File: config.mk
export PLATFORM = sky130hd
export DESIGN_NAME = interboard_msg_arbiter
export DESIGN_NICKNAME = d
export VERILOG_FILES = /design/src/rtl/interboard_msg_arbiter_pkg.sv /design/src/rtl/interboard_msg_arbiter_rr_picker.sv /design/src/rtl/interboard_msg_arbiter.sv
export SDC_FILE = /design/constraint.sdc
export NUM_CORES = 1
export LEC_CHECK = 0
export CORE_MARGIN = 2
export CORE_UTILIZATION = 51
export CTS_CLUSTER_SIZE = 12
export DETAILED_ROUTE_END_ITERATION = 10
export PLACE_DENSITY = 0.82
export SLEW_MARGIN = 20
export SYNTH_ARGS = -nofsm -noshare
export SYNTH_HDL_FRONTEND = slang
export SYNTH_SLANG_ARGS = --single-unit
File: constraint.sdc
create_clock -name clk -period 4.3 [get_ports clk]
set_input_delay 0.86 -clock clk [delete_from_list [all_inputs] [get_ports clk]]
set_output_delay 0.86 -clock clk [all_outputs]
set_load 0.03 [all_outputs]
File: src/rtl/interboard_msg_arbiter_pkg.sv
// Shared message layout, field widths, msg_type codes and FSM encodings
// for the interboard message arbiter.
package interboard_msg_arbiter_pkg;

  localparam int MOVE_DIR_W = 1;
  localparam int BLOCK_X_W  = 5;
  localparam int BLOCK_Y_W  = 3;
  localparam int MSG_TYPE_W = 4;
  localparam int CARD_W     = 6;
  localparam int SEL_LEN_W  = 3;
  localparam int MSG_W      = MOVE_DIR_W + BLOCK_X_W + BLOCK_Y_W + MSG_TYPE_W + CARD_W + SEL_LEN_W;

  // Packed order matches the req_msg slice: move_dir is the MSB, sel_len the LSBs.
  typedef struct packed {
    logic [MOVE_DIR_W-1:0] move_dir;
    logic [BLOCK_X_W-1:0]  block_x;
    logic [BLOCK_Y_W-1:0]  block_y;
    logic [MSG_TYPE_W-1:0] msg_type;
    logic [CARD_W-1:0]     card;
    logic [SEL_LEN_W-1:0]  sel_len;
  } msg_t;

  localparam logic [MSG_TYPE_W-1:0] MSG_NOP     = 4'd0;
  localparam logic [MSG_TYPE_W-1:0] MSG_MOVE    = 4'd1;
  localparam logic [MSG_TYPE_W-1:0] MSG_SELECT  = 4'd2;
  localparam logic [MSG_TYPE_W-1:0] MSG_PLAY    = 4'd3;
  localparam logic [MSG_TYPE_W-1:0] MSG_DISCARD = 4'd4;
  localparam logic [MSG_TYPE_W-1:0] MSG_SYNC    = 4'd5;

  typedef enum logic [1:0] {
    ST_IDLE      = 2'd0,
    ST_SEND      = 2'd1,
    ST_WAIT_LOW  = 2'd2,
    ST_WAIT_HIGH = 2'd3
  } arb_state_t;

endpackage

File: src/rtl/interboard_msg_arbiter_rr_picker.sv
// Combinational round-robin picker: first pending index above last_grant,
// searching upward with wrap-around.
module rr_picker #(
  parameter int NUM_REQ = 4,
  parameter int IDX_W   = 2
) (
  input  logic [NUM_REQ-1:0] pending,
  input  logic [IDX_W-1:0]   last_grant,
  output logic [IDX_W-1:0]   winner,
  output logic               valid
);

  // Scan farthest-to-nearest so the nearest pending index is the last write.
  always_comb begin
    winner = '0;
    valid  = 1'b0;
    for (int k = NUM_REQ; k >= 1; k--) begin
      if (pending[(int'(last_grant) + k) % NUM_REQ]) begin
        winner = IDX_W'((int'(last_grant) + k) % NUM_REQ);
        valid  = 1'b1;
      end
    end
  end

endmodule

File: src/rtl/interboard_msg_arbiter.sv
// Round-robin arbiter feeding one interboard transmitter from NUM_REQ
// single-slot requesters. Optional sticky drop flags under ARB_OVERFLOW_FLAG_EN.
//
// state        | meaning
// ST_IDLE      | waiting for a pending slot and inter_ready=1
// ST_SEND      | ctrl_en high for one cycle with the winner's message
// ST_WAIT_LOW  | waiting for the transmitter to drop inter_ready
// ST_WAIT_HIGH | waiting for the transmitter to raise inter_ready
module interboard_msg_arbiter
  import interboard_msg_arbiter_pkg::*;
#(
  parameter int NUM_REQ = 4
) (
  input  logic                   clk,
  input  logic                   rst,
  input  logic                   interboard_rst,
  input  logic [NUM_REQ-1:0]     req_en,
  input  logic [NUM_REQ*MSG_W-1:0] req_msg,
  input  logic                   inter_ready,
  output logic                   ctrl_en,
  output logic                   ctrl_move_dir,
  output logic [4:0]             ctrl_block_x,
  output logic [2:0]             ctrl_block_y,
  output logic [3:0]             ctrl_msg_type,
  output logic [5:0]             ctrl_card,
  output logic [2:0]             ctrl_sel_len,
  output logic [NUM_REQ-1:0]     req_pending,
`ifdef ARB_OVERFLOW_FLAG_EN
  output logic [NUM_REQ-1:0]     ovf_err,
`endif
  output logic                   busy
);

  localparam int IDX_W = (NUM_REQ > 1) ? $clog2(NUM_REQ) : 1;

  arb_state_t         state;
  msg_t               slot_q [NUM_REQ];
  msg_t               ctrl_q;
  logic [NUM_REQ-1:0] pending_q;
  logic [IDX_W-1:0]   last_grant;
  logic [IDX_W-1:0]   pick_idx;
  logic               pick_valid;
  logic               grant_fire;
  logic [NUM_REQ-1:0] clr_vec;
  logic [NUM_REQ-1:0] cap_vec;

  rr_picker #(.NUM_REQ(NUM_REQ), .IDX_W(IDX_W)) u_rr_picker (
    .pending    (pending_q),
    .last_grant (last_grant),
    .winner     (pick_idx),
    .valid      (pick_valid)
  );

  assign grant_fire = (state == ST_IDLE) && pick_valid && inter_ready;
  assign clr_vec    = grant_fire ? (NUM_REQ'(1) << pick_idx) : '0;
  // A slot being granted on this edge counts as empty, so its owner can refill it.
  assign cap_vec    = req_en & (~pending_q | clr_vec);

  always_ff @(posedge clk) begin
    if (rst || interboard_rst) begin
      state      <= ST_IDLE;
      pending_q  <= '0;
      ctrl_q     <= '0;
      ctrl_en    <= 1'b0;
      last_grant <= IDX_W'(NUM_REQ - 1);
      for (int i = 0; i < NUM_REQ; i++) slot_q[i] <= '0;
`ifdef ARB_OVERFLOW_FLAG_EN
      ovf_err    <= '0;
`endif
    end else begin
      pending_q <= (pending_q & ~clr_vec) | cap_vec;
      for (int i = 0; i < NUM_REQ; i++) begin
        if (cap_vec[i]) slot_q[i] <= req_msg[MSG_W*i +: MSG_W];
      end
`ifdef ARB_OVERFLOW_FLAG_EN
      ovf_err <= ovf_err | (req_en & ~cap_vec);
`endif
      ctrl_en <= 1'b0;
      case (state)
        ST_IDLE: begin
          if (grant_fire) begin
            ctrl_en    <= 1'b1;
            ctrl_q     <= slot_q[pick_idx];
            last_grant <= pick_idx;
            state      <= ST_SEND;
          end
        end
        ST_SEND:      state <= ST_WAIT_LOW;
        ST_WAIT_LOW:  if (!inter_ready) state <= ST_WAIT_HIGH;
        ST_WAIT_HIGH: if (inter_ready) state <= ST_IDLE;
        default:      state <= ST_IDLE;
      endcase
    end
  end

  assign ctrl_move_dir = ctrl_q.move_dir;
  assign ctrl_block_x  = ctrl_q.block_x;
  assign ctrl_block_y  = ctrl_q.block_y;
  assign ctrl_msg_type = ctrl_q.msg_type;
  assign ctrl_card     = ctrl_q.card;
  assign ctrl_sel_len  = ctrl_q.sel_len;
  assign req_pending   = pending_q;
  assign busy          = (state != ST_IDLE);

endmodule
==> flow_metrics.env, run 1 <==
export IMPL_final_common_cell="clkdlybuf4s50_1"
export IMPL_dp_cells=699
export IMPL_power_density_nw_per_um2=412.7
export IMPL_post_cts_buffers=0
export IMPL_synth_area_leaders="edfxtp_1, dfxtp_1, and2_1"
export IMPL_ys_warn_count=0
export IMPL_startpoint_type="flop"
export IMPL_path_class="reg2reg"
export IMPL_vias_per_cell=5.640
export IMPL_die_x_um=108.3
export IMPL_clkSlewWorstSetupHoldPaths_ps=60
export IMPL_yosysUniqueCellTypes=47
export IMPL_reg2reg_slack_ps=1320
export IMPL_cts_root_buffer="clkbuf_8"
export IMPL_seq_area_frac_synth_pct=58.79
export IMPL_cts_max_path_buffers=2
export IMPL_max_vdd_ir_drop_v=0.0002588
export IMPL_syn_to_final_growth_pct=33.68
export IMPL_dp_slack_ps=994.0
export IMPL_p_int_mw=2.370
export IMPL_via_count=4117
export IMPL_rr_startpoint="req_pending[3]"
export IMPL_fin_crit_sh_pct=69.28
export IMPL_pwr_share_comb_pct=11.4
export IMPL_die_y_um=108.3
export IMPL_drt_iter0_drc=289
export IMPL_rows=38
export IMPL_p_leak_nw=2.967
export IMPL_initial_core_util_pct=51.65
export IMPL_synth_ff_type="edfxtp_1"
export IMPL_cts_sinks=119
export IMPL_fin_setup_tns_ps=0
export IMPL_grt_max_degree=30
export IMPL_final_util_pct=69.05
export IMPL_maxCapViolCount=0
export IMPL_yosys_area_top_type_share_pct=47.61
export IMPL_p_switching_mw=0.6916
export IMPL_hold_viol=0
export IMPL_coreArea_sq_um=10750
export IMPL_dp_hpwl_um=9323
export IMPL_wl_per_cell_um=19.12
export IMPL_cts_htree_levels=4
export IMPL_finalCriticalPeriod_ps=2979
export IMPL_cts_tree="done"
export IMPL_avgSynthCellArea_sq_um=12.12
export IMPL_syn_instance_count=458
export IMPL_timing_rr_end="slot_q[1][19]"
export IMPL_status="finished, final reports clean"
export IMPL_p_sw_share_pct=22.59
export IMPL_synth_edf_count=88
export IMPL_grt_pass1_wl_um=21360
export IMPL_yosys_register_bits=119
export IMPL_layout_drive_gt1_share_pct=14.58
export IMPL_synth_nets=558
export IMPL_tightest_slew_ps=736.2
export IMPL_drtPass1Iterations=4
export IMPL_required_ps=4510
export IMPL_netlist_area_sq_um=5550
export IMPL_clkPwrFrac_pct=45.1
export IMPL_clk_latency_ps=520
export IMPL_slew_headroom_pct=50.92
export IMPL_critPathMaxFanout=13
export IMPL_ioPinCount=124
export IMPL_setup_viol=0
export IMPL_routed_wl_um=13960
export IMPL_nNetsFinal=678
export IMPL_min_path_type="reg2reg"
export IMPL_fin_cells=730
export IMPL_grt_pass1_vias=4105
export IMPL_fmaxAchievable_ghz=0.3357
export IMPL_post_route_drc_count=0
export IMPL_diodes=0
export IMPL_numPortBuffers=123
export IMPL_yosysTopAreaCell="edfxtp_1"
export IMPL_cts_hold_buffers=0
export IMPL_skew_ps=8.472
export IMPL_cts_buffers=17
export IMPL_antenna_found_initial=0
export IMPL_setup_ws_ps=1321
export IMPL_grt_overflow_total=0
export IMPL_hold_depth=2
export IMPL_gp_routability_congestion=0.8434
export IMPL_slew_violations=0
export IMPL_hold_end="state[1]"
export IMPL_fp_dieArea_sq_um=11730
export IMPL_worstHoldStart="state[1]"
export IMPL_rsz0062_at_grt="false"
export IMPL_r2r_cells=6
export IMPL_grt_usage_pct=24.74
export IMPL_postRouteAntennaNets=0
export IMPL_cts_resized_gates=0
export IMPL_worstPathArrival_ps=3190
export IMPL_async_reset_ff_share_pct=0
export IMPL_layout_common_cells="clkdlybuf4s50_1, and2_1, edfxtp_1"
export IMPL_pwr_share_seq_pct=43.5
export IMPL_crit_path_end_kind="flop"
[Yosys cell counts, types with 2 or more instances]
cell type	instances
nand2b_1	7
nor2_1	4
a21bo_2	17
o22ai_1	5
nor3_1	3
buf_2	6
o21ai_2	15
dfxtp_1	31
clkbuf_1	12
o21a_1	18
edfxtp_1	88
a221oi_1	5
and3b_1	2
and2_1	89
ha_1	4
a21oi_1	23
nand2_1	25
buf_6	9
clkbuf_2	3
mux2i_1	22
o21ai_0	31
o211ai_1	2
buf_4	2
a31oi_1	2
or2_2	2
inv_1	9
o21bai_1	2
[sequential cells by signal (all words and copies together), names as in the netlist]
register	cells
last_grant	2
ctrl_sel_len	3
ctrl_block_x	5
ctrl_block_y	3
slot_q	88
ctrl_card	6
ctrl_en	1
ctrl_msg_type	4
req_pending	4
ctrl_move_dir	1
state	2
[per-layer routing]
| layer | GRT usage [%] | vias up | part of all wire, % |
|---|---|---|---|
| li1 | - | 1887 | - |
| met4 | 8.242 | 0 | 1.9 |
| met2 | 40.84 | 227 | 49 |
| met3 | 5.847 | 27 | 8.9 |
| met1 | 32.28 | 1976 | 40 |
| met5 | 0 | - | 0 |
[cell families after synthesis]
logic type,after synthesis,share of synthesized area [%]
AOI/OAI and AO/OA,133,17.34
buffers and inverters,41,4.328
adders and majority gates,4,0.9017
and+or+nand+nor,139,14.68
DFF,119,58.79
muxes,22,3.968
[how the worst max path moves through the flow]
stage / end / startpoint / depth (start not counted)
global placement: slot_q[1][15] / inter_ready / 5
global route: slot_q[1][14] / req_pending[3] / 6
detailed placement: slot_q[1][16] / inter_ready / 5
floorplan: slot_q[1][0] / req_pending[3] / 6
finish: slot_q[1][19] / req_pending[3] / 6
CTS: slot_q[1][17] / req_pending[3] / 6
[metrics by stage]
stage / total power [mW] / hold WS (ps) / cell area, sq um
floorplan: 1.536 / 482.4 / 5550
global placement: 1.689 / 498.3 / 6835
detailed placement: 1.701 / 518.8 / 6835
CTS: 3.066 / 526.9 / 7420
global route: 3.138 / 554.9 / 7420
finish: 3.062 / 528.7 / 7420
[power groups by stage]
stage / logic (mW) / registers (mW) / clock network, mW
finish: 0.348 / 1.33 / 1.38
global route: 0.372 / 1.34 / 1.43
CTS: 0.350 / 1.33 / 1.38
floorplan: 0.170 / 1.37 / 0
detailed placement: 0.346 / 1.35 / 0
global placement: 0.338 / 1.35 / 0
[worst max-delay path, stage by stage, from the launching register on]
cell and delay, ps:
dfxtp_1 580, nor2b_1 270, a21oi_1 80, o221ai_1 610, a31oi_1 260, o21ai_2 520
buf_4 340
[area by class of cell]
cell class / instances / area, sq um
Timing Repair Buffer: 133 / 1306
Tap cell: 140 / 175.2
Inverter: 9 / 33.78
Multi-Input combinational cell: 298 / 2057
Clock buffer: 24 / 490.5
Sequential cell: 119 / 3263
Clock inverter: 7 / 93.84
Fill cell: 746 / 3326
Power figures use the tool's default switching activity.
==> run 2: changes to the inputs <==
- CORE_UTILIZATION: 51 -> 46
- PLACE_DENSITY: 0.82 -> 0.78
- clock period: 4.3 -> 2.6 ns (I/O delays scaled with it)
==> flow_metrics.env, run 2 (synthesis gave the netlist of run 1 again) <==
export IMPL_clk_latency_ps=420
export IMPL_path_class="reg2out"
export IMPL_reg2reg_slack_ps=330
export IMPL_largest_reg_flops=88
export IMPL_max_vdd_ir_drop_v=0.0004339
export IMPL_whs_ps=526.7
export IMPL_worstHoldStart="state[1]"
export IMPL_initial_core_util_pct=46.60
export IMPL_required_ps=2080
export IMPL_antenna_found_initial=0
export IMPL_gp_routability_congestion=0.8302
export IMPL_rr_startpoint="req_pending[1]"
export IMPL_startpoint_type="flop"
export IMPL_pwr_share_comb_pct=11.7
export IMPL_ioPinCount=124
export IMPL_cts_hold_buffers=0
export IMPL_slew_headroom_pct=44.32
export IMPL_fin_cells=747
export IMPL_routed_wl_um=13740
export IMPL_fin_crit_sh_pct=91.32
export IMPL_clkPwrFrac_pct=44.7
export IMPL_dp_cells=715
export IMPL_diodes=0
export IMPL_fmaxAchievable_ghz=0.4212
export IMPL_p_leak_nw=3.035
export IMPL_coreArea_sq_um=11910
export IMPL_cts_tree="done"
export IMPL_setup_viol=0
export IMPL_post_route_drc_count=0
export IMPL_cts_buffers=17
export IMPL_cts_htree_levels=4
export IMPL_grt_max_degree=24
export IMPL_rows=40
export IMPL_dp_hpwl_um=9370
export IMPL_cts_root_buffer="clkbuf_16"
export IMPL_postRouteAntennaNets=0
export IMPL_power_density_nw_per_um2=671.7
export IMPL_via_count=4047
export IMPL_p_sw_share_pct=22.38
export IMPL_hold_end="state[1]"
export IMPL_hold_depth=2
export IMPL_p_int_mw=3.924
export IMPL_cts_resized_gates=0
export IMPL_drt_iter0_drc=270
export IMPL_maxCapViolCount=0
export IMPL_syn_to_final_growth_pct=35.60
export IMPL_vias_per_cell=5.418
export IMPL_cts_max_path_buffers=2
export IMPL_nNetsFinal=687
export IMPL_min_path_type="reg2reg"
export IMPL_die_y_um=113.8
export IMPL_hold_viol=0
export IMPL_pwr_share_seq_pct=43.6
export IMPL_grt_overflow_total=0
export IMPL_slew_violations=0
export IMPL_drtPass1Iterations=5
export IMPL_post_cts_buffers=0
export IMPL_fp_dieArea_sq_um=12960
export IMPL_wl_per_cell_um=18.39
export IMPL_layout_common_cells="clkdlybuf4s50_1, and2_1, edfxtp_1"
export IMPL_grt_pass1_wl_um=21090
export IMPL_fillCellCount=922
export IMPL_layout_drive_gt1_share_pct=16.00
export IMPL_crit_path_end_kind="output port"
export IMPL_timing_rr_end="slot_q[1][18]"
export IMPL_regMostFlops="slot_q"
export IMPL_fin_setup_tns_ps=0
export IMPL_worstPathArrival_ps=1850
export IMPL_tightest_slew_ps=835.2
export IMPL_status="finished, final reports clean"
export IMPL_skew_ps=6.988
export IMPL_grt_usage_pct=21.95
export IMPL_p_switching_mw=1.131
export IMPL_rsz0062_at_grt="false"
export IMPL_die_x_um=113.8
export IMPL_critPathMaxFanout=4
export IMPL_finalInstanceArea_sq_um=7526
export IMPL_finalCriticalPeriod_ps=2374
export IMPL_cts_sinks=119
export IMPL_grt_pass1_vias=4200
export IMPL_r2r_cells=5
export IMPL_numPortBuffers=123
export IMPL_clkSlewWorstSetupHoldPaths_ps=50
export IMPL_placed_cell_area_sq_um=6949
export IMPL_final_common_cell="clkdlybuf4s50_1"
==> run 2: cell type report <==
cell class              instances  area [sq um]  share of cell area [%]
multi-input cells             298          2057                   27.33
flip-flops and latches        119          3263                   43.36
repair buffers                142          1411                   18.75
well taps                     147         183.9                   2.444
clock buffers                  22         474.2                   6.301
clock inverters                10         102.6                   1.363
inverters                       9         33.78                  0.4489
==> run 2: how the worst max path moves through the flow <==
stage                         from             to  slack, ps  cells past startpoint
finish                    state[1]           busy        230                      4
global route              state[1]           busy        130                      4
CTS                       state[1]           busy        210                      4
detailed placement  interboard_rst  slot_q[1][18]        120                      5
global placement    interboard_rst  slot_q[1][11]        150                      5
floorplan           req_pending[3]   slot_q[1][0]         30                      6
==> run 2: stage by stage <==
| step | power (mW) | setup slack, ps | utilization [%] |
|---|---|---|---|
| floorplan | 2.541 | 31.86 | - |
| global route | 5.207 | 131.2 | 63.18 |
| detailed placement | 2.831 | 120.6 | 58.34 |
| global placement | 2.814 | 152.3 | 58.34 |
| CTS | 5.085 | 210.9 | 63.18 |
| finish | 5.055 | 225.6 | 63.18 |
==> run 2: metal layers <==
| metal | track usage (%) | vias to the layer above | wire length (um) |
|---|---|---|---|
| li1 | - | 1904 | - |
| met1 | 26.59 | 1955 | 5569 |
| met2 | 37.41 | 157 | 7022 |
| met3 | 4.357 | 31 | 702 |
| met4 | 11.14 | 0 | 442 |
| met5 | 0 | - | 0 |
==> run 2: critical path, cell delays in order, from the launching register on <==
cell,delay (ps)
dfxtp_1,380
inv_1,80
ha_1,230
inv_1,90
clkdlybuf4s50_1,670
==> run 2: power groups by stage <==
stage	Clock, mW	Sequential (mW)	Combinational, mW
after global routing	2.36	2.21	0.633
after floorplan	0	2.26	0.282
after global placement	0	2.23	0.580
after detailed placement	0	2.24	0.592
after CTS	2.29	2.20	0.595
final	2.26	2.20	0.593
==> run 3: changes to the inputs <==
- RECOVER_POWER: not set -> 100
==> flow_metrics.env, run 3 (synthesis gave the netlist of run 1 again) <==
export IMPL_status="finished, final reports clean"
export IMPL_numPortBuffers=123
export IMPL_power_mw=5.036
export IMPL_worstHoldStart="state[1]"
export IMPL_timing_rr_end="ctrl_block_x[0]"
export IMPL_critPathMaxFanout=4
export IMPL_fillCellCount=945
export IMPL_nNetsFinal=687
export IMPL_vias_per_cell=5.418
export IMPL_drtPass1Iterations=5
export IMPL_regMostFlops="slot_q"
export IMPL_dp_cells=715
export IMPL_regArea_sq_um=3263
export IMPL_max_vdd_ir_drop_v=0.0004353
export IMPL_worstPathArrival_ps=1910
export IMPL_r2r_cells=6
export IMPL_rsz0062_at_grt="false"
export IMPL_cts_max_path_buffers=2
export IMPL_grtUsageMet1_pct=26.59
export IMPL_cp_slowest_stage_delay_ps=740
export IMPL_pwr_share_seq_pct=43.7
export IMPL_gp_routability_congestion=0.8302
export IMPL_required_ps=2080
export IMPL_power_density_nw_per_um2=676.7
export IMPL_pwr_share_comb_pct=11.3
export IMPL_grt_overflow_total=0
export IMPL_grt_most_used_layer="met2"
export IMPL_final_util_pct=62.48
export IMPL_clkSlewWorstSetupHoldPaths_ps=50
export IMPL_coreArea_sq_um=11910
export IMPL_path_class="reg2out"
export IMPL_routed_wl_um=13770
export IMPL_fin_crit_sh_pct=93.57
export IMPL_via_count=4047
export IMPL_whs_ps=523.8
export IMPL_finalCriticalPeriod_ps=2433
export IMPL_rows=40
export IMPL_post_cts_buffers=0
export IMPL_clkPwrFrac_pct=45.0
export IMPL_min_path_type="reg2reg"
export IMPL_grt_usage_pct=21.95
export IMPL_die_x_um=113.8
export IMPL_slew_headroom_pct=40.49
export IMPL_cpMostUsedCell="inv_1"
export IMPL_largest_reg_flops=88
export IMPL_ioPinCount=124
export IMPL_grt_pass1_vias=4200
export IMPL_fin_cells=747
export IMPL_skew_ps=5.566
export IMPL_dp_hpwl_um=9370
export IMPL_cts_sinks=119
export IMPL_crit_slowest_cell="dlygate4sd3_1"
export IMPL_layout_drive_gt1_share_pct=13.83
export IMPL_grt_use_met3_pct=4.357
export IMPL_cts_tree="done"
export IMPL_fin_setup_tns_ps=0
export IMPL_post_route_drc_count=0
export IMPL_tightest_slew_ps=892.6
export IMPL_maxCapViolCount=0
export IMPL_rr_startpoint="req_pending[0]"
export IMPL_hold_depth=2
export IMPL_cts_htree_levels=4
export IMPL_p_int_mw=3.904
export IMPL_drt_iter0_drc=276
export IMPL_slew_violations=0
export IMPL_crit_path_end_kind="output port"
export IMPL_path_cells="inv_1, ha_1, inv_1, dlygate4sd3_1"
export IMPL_layout_common_cells="clkdlybuf4s50_1, edfxtp_1, and2_1"
export IMPL_grt_pass1_wl_um=21090
export IMPL_cts_hold_buffers=0
export IMPL_fp_dieArea_sq_um=12960
export IMPL_p_switching_mw=1.132
export IMPL_setup_viol=0
export IMPL_final_common_cell="clkdlybuf4s50_1"
export IMPL_hold_end="state[1]"
export IMPL_cts_resized_gates=0
export IMPL_setup_worst_path_start="state[1]"
export IMPL_p_sw_share_pct=22.49
export IMPL_cts_buffers=17
export IMPL_grt_use_met2_pct=37.41
export IMPL_syn_to_final_growth_pct=34.08
export IMPL_hold_viol=0
export IMPL_die_y_um=113.8
export IMPL_diodes=0
export IMPL_p_leak_nw=3.047
export IMPL_cp_num_buf_inv=3
export IMPL_startpoint_type="flop"
export IMPL_fmaxAchievable_ghz=0.4110
export IMPL_reg2reg_slack_ps=220
export IMPL_cts_root_buffer="clkbuf_16"
export IMPL_grt_max_degree=24
export IMPL_initial_core_util_pct=46.60
export IMPL_antenna_found_initial=0
export IMPL_multi_input_area_sq_um=2017
export IMPL_wl_per_cell_um=18.43
export IMPL_postRouteAntennaNets=0
export IMPL_worst_path_dominant_cell_family="buffers and inverters"
export IMPL_clk_latency_ps=420
## run 3: cell count changes in the layout (fill, tap and decap cells not counted), sizes merged
cell / delta
clkdlybuf4s50: -28
dlygate4sd3: +28
buf: -4
clkbuf: +4
## run 3: worst max-delay path by stage
stage	cells past startpoint	slack, ps	endpoint
6_report	4	170	busy
5_1_grt	6	70	slot_q[3][13]
4_1_cts	4	210	busy
3_5_place_dp	5	120	slot_q[1][18]
3_3_place_gp	5	150	slot_q[1][11]
2_1_floorplan	6	30	slot_q[1][0]
## run 3: layout make-up
type                       count  share of cell area (%)
sequential                   119                   43.85
multi-input combinational    298                   27.10
timing repair buffer         142                   18.38
clock buffer                  22                   6.372
tap                          147                   2.471
clock inverter                10                   1.379
inverter                       9                  0.4539
## run 3: tightest hold or removal path: cells and delay by family (launching register included)
kind | cells | cell delay [ps]
and+or+nand+nor | 1 | 70
DFF | 1 | 340
AOI/OAI and AO/OA | 1 | 70
## run 3: stage by stage
step	setup slack, ps	area, sq um
2_1_floorplan	31.86	5558
3_3_place_gp	152.3	6949
3_5_place_dp	120.6	6949
4_1_cts	210.9	7526
5_1_grt	65.59	7442
6_report	167.2	7442
## run 3: layer usage
layer	up-vias	part of all wire, %
li1	1906	-
met1	1948	40
met2	159	51
met3	34	5.6
met4	0	3.3
met5	-	0
## run 3: power groups by stage
stage          clock [mW]  combinational (mW)  sequential [mW]
2_1_floorplan           0               0.282             2.26
3_3_place_gp            0               0.580             2.23
3_5_place_dp            0               0.592             2.24
4_1_cts              2.29               0.595             2.20
5_1_grt              2.36               0.606             2.21
6_report             2.27               0.567             2.20
